--- src/rtl/serial_addsub_word.sv ---
// Digit-serial adder/subtractor: DIGIT bits per cycle, LSB first,
// with valid/ready handshakes on operands and result.
module serial_addsub_word #(
  parameter int WIDTH = 8,
  parameter int DIGIT = 1
) (
  input  logic             clk,
  input  logic             rst,
  input  logic             in_valid,
  output logic             in_ready,
  input  logic [WIDTH-1:0] a,
  input  logic [WIDTH-1:0] b,
  input  logic             sub,
  output logic             out_valid,
  input  logic             out_ready,
  output logic [WIDTH-1:0] result,
  output logic             carry_out,
  output logic             overflow,
  output logic [DIGIT-1:0] digit_out,
  output logic             digit_valid,
  output logic             busy
);

  localparam int N  = WIDTH / DIGIT;
  localparam int CW = (N > 1) ? $clog2(N) : 1;
  localparam int XW = WIDTH + DIGIT;

  localparam logic [1:0] S_IDLE = 2'd0;
  localparam logic [1:0] S_RUN  = 2'd1;
  localparam logic [1:0] S_DONE = 2'd2;

  localparam logic [CW-1:0] LAST = CW'(N - 1);

  logic [1:0]       state_q, state_d;
  logic [CW-1:0]    cnt_q, cnt_d;
  logic             carry_q, carry_d;
  logic [WIDTH-1:0] a_sh_q, a_sh_d;
  logic [WIDTH-1:0] b_sh_q, b_sh_d;
  logic [WIDTH-1:0] res_q, res_d;
  logic             cout_q, cout_d;
  logic             ovf_q, ovf_d;
  logic [DIGIT-1:0] dig_q, dig_d;
  logic             dv_q, dv_d;
  logic             amsb_q, amsb_d;
  logic             bmsb_q, bmsb_d;

  logic             st_idle, st_run, st_done;
  logic             accept;
  logic [DIGIT:0]   sum;
  logic [XW-1:0]    a_ext, b_ext, r_ext;
  logic [WIDTH-1:0] res_nx;

  assign st_idle = (state_q == S_IDLE);
  assign st_run  = (state_q == S_RUN);
  assign st_done = (state_q == S_DONE);

  assign in_ready = !rst && (st_idle || (st_done && out_ready));
  assign accept   = in_valid && in_ready;

  // One digit of the ripple; the carry is registered between digits.
  assign sum = {1'b0, a_sh_q[DIGIT-1:0]}
             + {1'b0, b_sh_q[DIGIT-1:0]}
             + (DIGIT+1)'(carry_q);

  assign a_ext  = {{DIGIT{1'b0}}, a_sh_q};
  assign b_ext  = {{DIGIT{1'b0}}, b_sh_q};
  assign r_ext  = {sum[DIGIT-1:0], res_q};
  assign res_nx = r_ext[XW-1:DIGIT];

  always_comb begin
    state_d = state_q;
    cnt_d   = cnt_q;
    carry_d = carry_q;
    a_sh_d  = a_sh_q;
    b_sh_d  = b_sh_q;
    res_d   = res_q;
    cout_d  = cout_q;
    ovf_d   = ovf_q;
    dig_d   = dig_q;
    dv_d    = 1'b0;
    amsb_d  = amsb_q;
    bmsb_d  = bmsb_q;
    if (accept) begin
      a_sh_d  = a;
      b_sh_d  = b ^ {WIDTH{sub}};
      carry_d = sub;
      cnt_d   = '0;
      amsb_d  = a[WIDTH-1];
      bmsb_d  = b[WIDTH-1] ^ sub;
      state_d = S_RUN;
    end else begin
      unique case (1'b1)
        st_run: begin
          carry_d = sum[DIGIT];
          res_d   = res_nx;
          a_sh_d  = a_ext[XW-1:DIGIT];
          b_sh_d  = b_ext[XW-1:DIGIT];
          dig_d   = sum[DIGIT-1:0];
          dv_d    = 1'b1;
          if (cnt_q == LAST) begin
            cout_d  = sum[DIGIT];
            ovf_d   = (amsb_q == bmsb_q)
                   && (res_nx[WIDTH-1] != amsb_q);
            state_d = S_DONE;
          end else begin
            cnt_d = cnt_q + 1'b1;
          end
        end
        st_done: begin
          if (out_ready) state_d = S_IDLE;
        end
        default: state_d = S_IDLE;
      endcase
    end
  end

  always_ff @(posedge clk) begin
    if (rst) begin
      state_q <= S_IDLE;
      cnt_q   <= '0;
      carry_q <= 1'b0;
      a_sh_q  <= '0;
      b_sh_q  <= '0;
      res_q   <= '0;
      cout_q  <= 1'b0;
      ovf_q   <= 1'b0;
      dig_q   <= '0;
      dv_q    <= 1'b0;
      amsb_q  <= 1'b0;
      bmsb_q  <= 1'b0;
    end else begin
      state_q <= state_d;
      cnt_q   <= cnt_d;
      carry_q <= carry_d;
      a_sh_q  <= a_sh_d;
      b_sh_q  <= b_sh_d;
      res_q   <= res_d;
      cout_q  <= cout_d;
      ovf_q   <= ovf_d;
      dig_q   <= dig_d;
      dv_q    <= dv_d;
      amsb_q  <= amsb_d;
      bmsb_q  <= bmsb_d;
    end
  end

  assign out_valid   = st_done;
  assign busy        = st_run;
  assign result      = res_q;
  assign carry_out   = cout_q;
  assign overflow    = ovf_q;
  assign digit_out   = dig_q;
  assign digit_valid = dv_q;

endmodule

--- config.mk ---
export PLATFORM = sky130hd
export DESIGN_NAME = serial_addsub_word
export DESIGN_NICKNAME = d
export VERILOG_FILES = /design/src/rtl/serial_addsub_word.sv
export SDC_FILE = /design/constraint.sdc
export NUM_CORES = 1
export LEC_CHECK = 0
export CORE_ASPECT_RATIO = 0.7
export CORE_UTILIZATION = 40
export CTS_CLUSTER_SIZE = 14
export DETAILED_ROUTE_END_ITERATION = 8
export PLACE_DENSITY = 0.75
export SLEW_MARGIN = 20
export SYNTH_ARGS = -nofsm -noshare
export SYNTH_HDL_FRONTEND = slang
export SYNTH_SLANG_ARGS = --single-unit
--- constraint.sdc ---
create_clock -name clk -period 2.1 [get_ports clk]
set_clock_uncertainty 0.2 [all_clocks]
set_input_delay 0.63 -clock clk [delete_from_list [all_inputs] [get_ports clk]]
set_output_delay 0.63 -clock clk [all_outputs]
set_load 0.01 [all_outputs]
==> impl_metrics.py, run 1 <==
metrics = {
    "logic_synthesis": {
        "synth_nets": 202,
        "synthCells": 178,
        "synth.avg_cell_area_um2": 9.34,
        "yosysWarnings": 0,
        "synthTopCellsByArea": "dfxtp_1 (42%), nand2_1 (7.7%), a311oi_2 (7.2%)",
        "yosysSeqAreaShare": 0.421,
        "netlist.top_cell.by_area": "dfxtp_1",
        "synth.top_cell.area_share": 0.421,
        "async_flop_share": 0,
        "synth_ff_type": "dfxtp_1",
        "synth_compound_area_frac": 0.211,
        "synth_cell_types": 39,
        "ys_top_cells_by_count": "dfxtp_1 (35), nand2_1 (34), a21oi_1 (13), nor2_1 (13)",
        "synth_fa_ha_area_frac": 0.0271,
        "synth_top_family_by_area": "compound AO/OA/AOI/OAI gates",
        "muxShareOfSynthArea": 0.0406,
        "yosys_register_bits": 35,
        "synth_edf_count": 0,
        "synth-simple-area-share": 0.184,
        "yosysMostFrequentCell": "dfxtp_1",
        "syn_area_um2": 1660,
        "yosys.area_share.xor_xnor": 0.0474,
    },
    "clocking": {
        "cts_setup_buffers": 0,
        "clkSinkCount": 35,
        "cts_resized": 13,
        "insertion_delay_ps": 290,
        "clkTransAtPathRegs_ps": 70,
        "tritoncts": "yes",
        "htreeDepth": 2,
        "cts-buffers-inserted": 5,
        "clockRootBuffer": "clkbuf_8",
        "cts_buffer_depth": 2,
        "hold_buffers": 0,
    },
    "power_and_ir_drop": {
        "p_int_mw": 1.13,
        "total_power_mw": 1.50,
        "combPwrFrac": 0.162,
        "power.density_nw_per_um2": 684,
        "irDropWorstVdd_mv": 0.379,
        "p_clk_frac": 0.356,
        "leakagePower_nw": 0.802,
        "switching_share": 0.248,
        "pwr-share-seq": 0.482,
        "p_sw_uw": 373,
    },
    "critical_path": {
        "r2r_end": "overflow$_SDFFE_PP0P_",
        "crit_family": "buffers and inverters",
        "path_cells": "clkdlybuf4s15_1 -> nor2_4 -> and2_4 -> buf_6",
        "slowest_delay_ps": 250,
        "start_kind": "input pin",
        "r2r_cells": 5,
        "r2r_start": "carry_q$_SDFFE_PP0P_",
        "cp-end-kind": "output pin",
        "cp_max_fo": 2,
        "crit_type": "in2out",
        "critPathSlowestCell": "clkdlybuf4s15_1",
        "arrival_ps": 1240,
        "critPathRequiredTime_ps": 1270,
        "cp_num_buf_inv": 2,
        "rrSetupSlack_ps": 410,
    },
    "placed_design": {
        "placed_cells": 264,
        "gp_congestion": 0.731,
        "place_hpwl_um": 2270,
        "port_buffers": 35,
    },
    "route": {
        "dr.pass1.iters": 4,
        "vias": 1327,
        "ant_nets": 0,
        "drc": 0,
        "routed_wl_um": 3190,
        "wl_per_cell_um": 11.7,
        "via_per_inst": 4.88,
        "drtIter0Drc": 61,
    },
    "worst_hold_path": {
        "hold-path-cell-count": 2,
        "hold_class": "reg2reg",
        "min_to": "result[0]$_SDFFE_PP0N_",
        "hp-start": "result[0]$_SDFFE_PP0N_",
    },
    "final_layout": {
        "multi_input_area_um2": 856,
        "final_nets": 243,
        "num_antenna_cells": 0,
        "fill_cells": 368,
        "drive_gt1_frac": 0.232,
        "area_growth_pct": 32.1,
        "seqCellArea_um2": 703,
        "fin_cells": 272,
    },
    "timing": {
        "fin_hold_ws_ps": 257,
        "setup_viol": 0,
        "hold_viol": 0,
        "tightest_slew_ps": 442,
        "fin_crit_sh": 0.984,
        "drv_slew": 0,
        "layout_min_cycle_time_ps": 2070,
        "slew_headroom": 0.703,
        "rsz0062_at_grt": "no",
        "max_freq_mhz": 484,
    },
    "run": {
        "drv_cap": 0,
    },
    "die": {
        "die_h_um": 55.9,
        "ioPinCount": 36,
        "die_w_um": 79.1,
        "core-area_um2": 3950,
        "initial_core_util": 0.421,
        "num_rows": 19,
        "die-area_um2": 4420,
    },
    "status": {
        "status": "finished clean",
    },
    "grt": {
        "antenna_found_initial": 0,
        "grt-ovfl-total": 0,
        "grt_pass1_wl_um": 5370,
        "grt_pass1_vias": 1168,
        "grt.total_usage": 0.162,
        "grt_max_degree": 31,
    },
}
==> tightest hold or removal path, delay by kind of cell, from the launching register on <==
family          cells  cell delay (ps)
flops               1              310
simple gates        1               50
compound gates      1               50
==> sequential cells by signal (all words and copies together) (netlist names) <==
signal,cells
amsb_q,1
cnt_q,3
b_sh_q,8
result,8
state_q,2
overflow,1
bmsb_q,1
digit_valid,1
a_sh_q,8
carry_q,1
carry_out,1
==> worst max-delay path by stage <==
stage	start	to	slack [ps]	cells past startpoint
floorplan	out_ready	in_ready	260	2
global placement	rst	in_ready	-620	4
detailed placement	rst	in_ready	-640	4
CTS	rst	in_ready	3	4
global route	result[7]$_SDFFE_PP0N_	digit_out	9	1
finish	rst	in_ready	30	4
==> layer usage <==
layer	vias to the layer above	track usage	wire, um
met4	0	0.0857	63
met2	30	0.234	1330
met5	-	0	0
li1	700	-	-
met1	589	0.214	1640
met3	8	0.0508	156
==> placed cells by master, fill, tap and decap left out, types with 2 or more instances in the layout <==
master,Yosys,routed
a22oi_1,6,6
a311oi_2,8,8
clkbuf_8,0,7
clkdlybuf4s50_1,0,30
o22ai_1,6,6
dlygate4sd2_1,0,3
nor2_1,13,13
nand2_1,34,34
inv_1,3,3
a311oi_1,2,2
o21ai_0,2,2
dfxtp_1,35,33
nand2b_4,1,2
nor2_2,6,6
xnor2_1,8,8
buf_4,3,12
a21oi_1,13,13
dfxtp_2,0,2
mux2_2,6,6
ha_1,2,2
==> cell families after synthesis <==
| group | Yosys count |
|---|---|
| AO/OA/AOI/OAI | 44 |
| AND/OR/NAND/NOR | 63 |
| flip-flops | 35 |
| XOR/XNOR | 9 |
| multiplexers | 6 |
| buffers and inverters | 18 |
| adder cells (fa/ha/maj) | 3 |
==> stage by stage <==
step	TNS (ps)	worst slack, ps	util	instance area [um^2]
2_1_floorplan	0	261	-	1660
3_3_place_gp	-2290	-617	0.529	2090
3_5_place_dp	-3030	-636	0.529	2090
4_1_cts	0	3.03	0.556	2200
5_1_grt	0	8.59	0.557	2200
6_report	0	34.2	0.557	2200
==> power by group through the flow <==
stage          registers, mW  logic, mW  clock network, mW
3_5_place_dp           0.739      0.245                  0
5_1_grt                0.729      0.267              0.576
6_report               0.724      0.244              0.535
4_1_cts                0.724      0.246              0.553
2_1_floorplan          0.734      0.157                  0
3_3_place_gp           0.738      0.242                  0
==> layout make-up <==
| class | instances | share of cell area |
|---|---|---|
| tap | 52 | 0.0296 |
| clock buffer | 8 | 0.0456 |
| inverter | 4 | 0.00683 |
| multi-input combinational | 125 | 0.390 |
| sequential | 35 | 0.320 |
| timing repair buffer | 48 | 0.208 |
(Power assumes the default switching activity.)
==> run 2: changes to the inputs <==
==> constraint.sdc (replaced) <==
create_clock -name clk -period 2.1 [get_ports clk]
set_clock_uncertainty 0.2 [all_clocks]
set_input_delay 0.42 -clock clk [delete_from_list [all_inputs] [get_ports clk]]
set_output_delay 0.42 -clock clk [all_outputs]
set_load 0.01 [all_outputs]
==> run 2 against run 1 <==
  * Final cell count fell by 0.74%
  * Largest cell class unchanged
  * Critical endpoint unchanged
  * Non-clock buffer count shrank 2
  * Global-route usage rose by 0.57 points
  * Fmax up 2.9%
  * Setup slack better by 58 ps
==> impl_metrics.py, run 2 (synthesis results as in run 1) <==
metrics = {
    "status": {
        "status": "finished clean",
    },
    "route": {
        "via_per_inst": 5.01,
        "vias": 1352,
        "drtIter0Drc": 62,
        "ant_nets": 0,
        "dr.pass1.iters": 4,
        "routed_wl_um": 3340,
        "wl_per_cell_um": 12.4,
        "drc": 0,
    },
    "final_layout": {
        "fill_cells": 378,
        "final_core_util": 0.555,
        "drive_gt1_frac": 0.216,
        "num_antenna_cells": 0,
        "area_growth_pct": 31.8,
        "layout_common_cells": "nand2_1 (34), dfxtp_1 (34), clkdlybuf4s50_1 (33)",
        "fin_cells": 270,
        "final_nets": 241,
    },
    "placed_design": {
        "place_hpwl_um": 2380,
        "placed_cells": 262,
        "place_ws_ps": -192,
        "gp_congestion": 0.748,
        "port_buffers": 35,
    },
    "power_and_ir_drop": {
        "p_int_mw": 1.21,
        "p_clk_frac": 0.395,
        "p_sw_uw": 385,
        "switching_share": 0.241,
        "power.density_nw_per_um2": 729,
        "pwr-share-seq": 0.454,
        "leakagePower_nw": 0.785,
        "combPwrFrac": 0.151,
        "irDropWorstVdd_mv": 0.372,
    },
    "timing": {
        "tightest_slew_ps": 443,
        "slew_headroom": 0.703,
        "max_freq_mhz": 498,
        "layout_min_cycle_time_ps": 2010,
        "rsz0062_at_grt": "no",
        "drv_slew": 0,
        "fin_crit_sh": 0.956,
        "hold_viol": 0,
        "setup_viol": 0,
        "setup_ws_ps": 92.1,
    },
    "grt": {
        "grt-ovfl-total": 0,
        "grt_pass1_wl_um": 5630,
        "grt_pass1_vias": 1227,
        "grt.total_usage": 0.167,
        "antenna_found_initial": 0,
        "grt_max_degree": 31,
    },
    "clocking": {
        "insertion_delay_ps": 290,
        "cts_buffer_depth": 2,
        "clkTransAtPathRegs_ps": 70,
        "hold_buffers": 0,
        "tritoncts": "yes",
        "cts-buffers-inserted": 5,
        "clkSinkCount": 35,
        "htreeDepth": 2,
        "cts_setup_buffers": 0,
        "clockRootBuffer": "clkbuf_8",
    },
    "critical_path": {
        "critPathSlowestCell": "clkdlybuf4s50_1",
        "critPathRequiredTime_ps": 1480,
        "cp-end-kind": "output pin",
        "path_cells": "clkdlybuf4s50_1 -> nand2b_2 -> and2_1 -> dlygate4sd2_1",
        "cp_max_fo": 2,
        "crit_type": "in2out",
        "arrival_ps": 1390,
        "start_kind": "input pin",
        "slowest_delay_ps": 390,
    },
    "die": {
        "num_rows": 19,
        "die_h_um": 55.9,
        "ioPinCount": 36,
        "die-area_um2": 4420,
        "die_w_um": 79.1,
        "initial_core_util": 0.421,
        "core-area_um2": 3950,
    },
    "run": {
        "drv_cap": 0,
    },
    "worst_hold_path": {
        "hold_class": "reg2reg",
    },
}
==> run 2: what timing repair did <==
item / CTS / global route
resized for setup: 2 / 1
setup endpoints to repair: 1 / 1
endpoints found under the hold margin: 0 / 0
==> run 2: metrics by stage <==
stage | area [um^2] | power [mW] | setup TNS (ps) | hold WS, ps
floorplan | 1660 | 0.891 | 0 | 242
global placement | 2070 | 0.977 | -193 | 244
detailed placement | 2070 | 0.983 | -192 | 256
CTS | 2190 | 1.62 | 0 | 267
global route | 2190 | 1.67 | 0 | 287
finish | 2190 | 1.60 | 0 | 262
==> run 2: power by group through the flow <==
stage,clock (mW),combinational [mW],sequential [mW]
final,0.631,0.241,0.725
after global routing,0.674,0.263,0.730
after CTS,0.651,0.243,0.724
after detailed placement,0,0.244,0.739
after global placement,0,0.239,0.738
after floorplan,0,0.157,0.734
==> run 2: critical path, delay by kind of cell <==
family                 cells  cell delay (ps)
buffers and inverters      2              660
and+or+nand+nor            2              300
==> run 2: layer usage <==
layer | track usage | wire (um) | vias to the layer above
met5 | 0 | 0 | -
met1 | 0.223 | 1660 | 618
li1 | - | - | 695
met3 | 0.0492 | 139 | 5
met2 | 0.248 | 1500 | 34
met4 | 0.0779 | 40 | 0
==> run 2: area by class of cell <==
class	instances	area, um^2	area share
Tap cell	52	65.1	0.0297
Multi-Input combinational cell	125	848	0.387
Inverter	4	15.0	0.00685
Sequential cell	35	702	0.320
Timing Repair Buffer	46	443	0.202
Clock buffer	6	82.6	0.0377
Clock inverter	2	35.0	0.0160
==> run 2: path summary, 6_finish.rpt <==
kind	start	end	slack [ps]	depth (start not counted)
worst max-delay path	out_ready	in_ready	90	4
worst min-delay path	result[0]$_SDFFE_PP0N_	result[0]$_SDFFE_PP0N_	260	2
worst max register to register	carry_q$_SDFFE_PP0P_	overflow$_SDFFE_PP0P_	380	5
worst min register to register	result[0]$_SDFFE_PP0N_	result[0]$_SDFFE_PP0N_	260	2
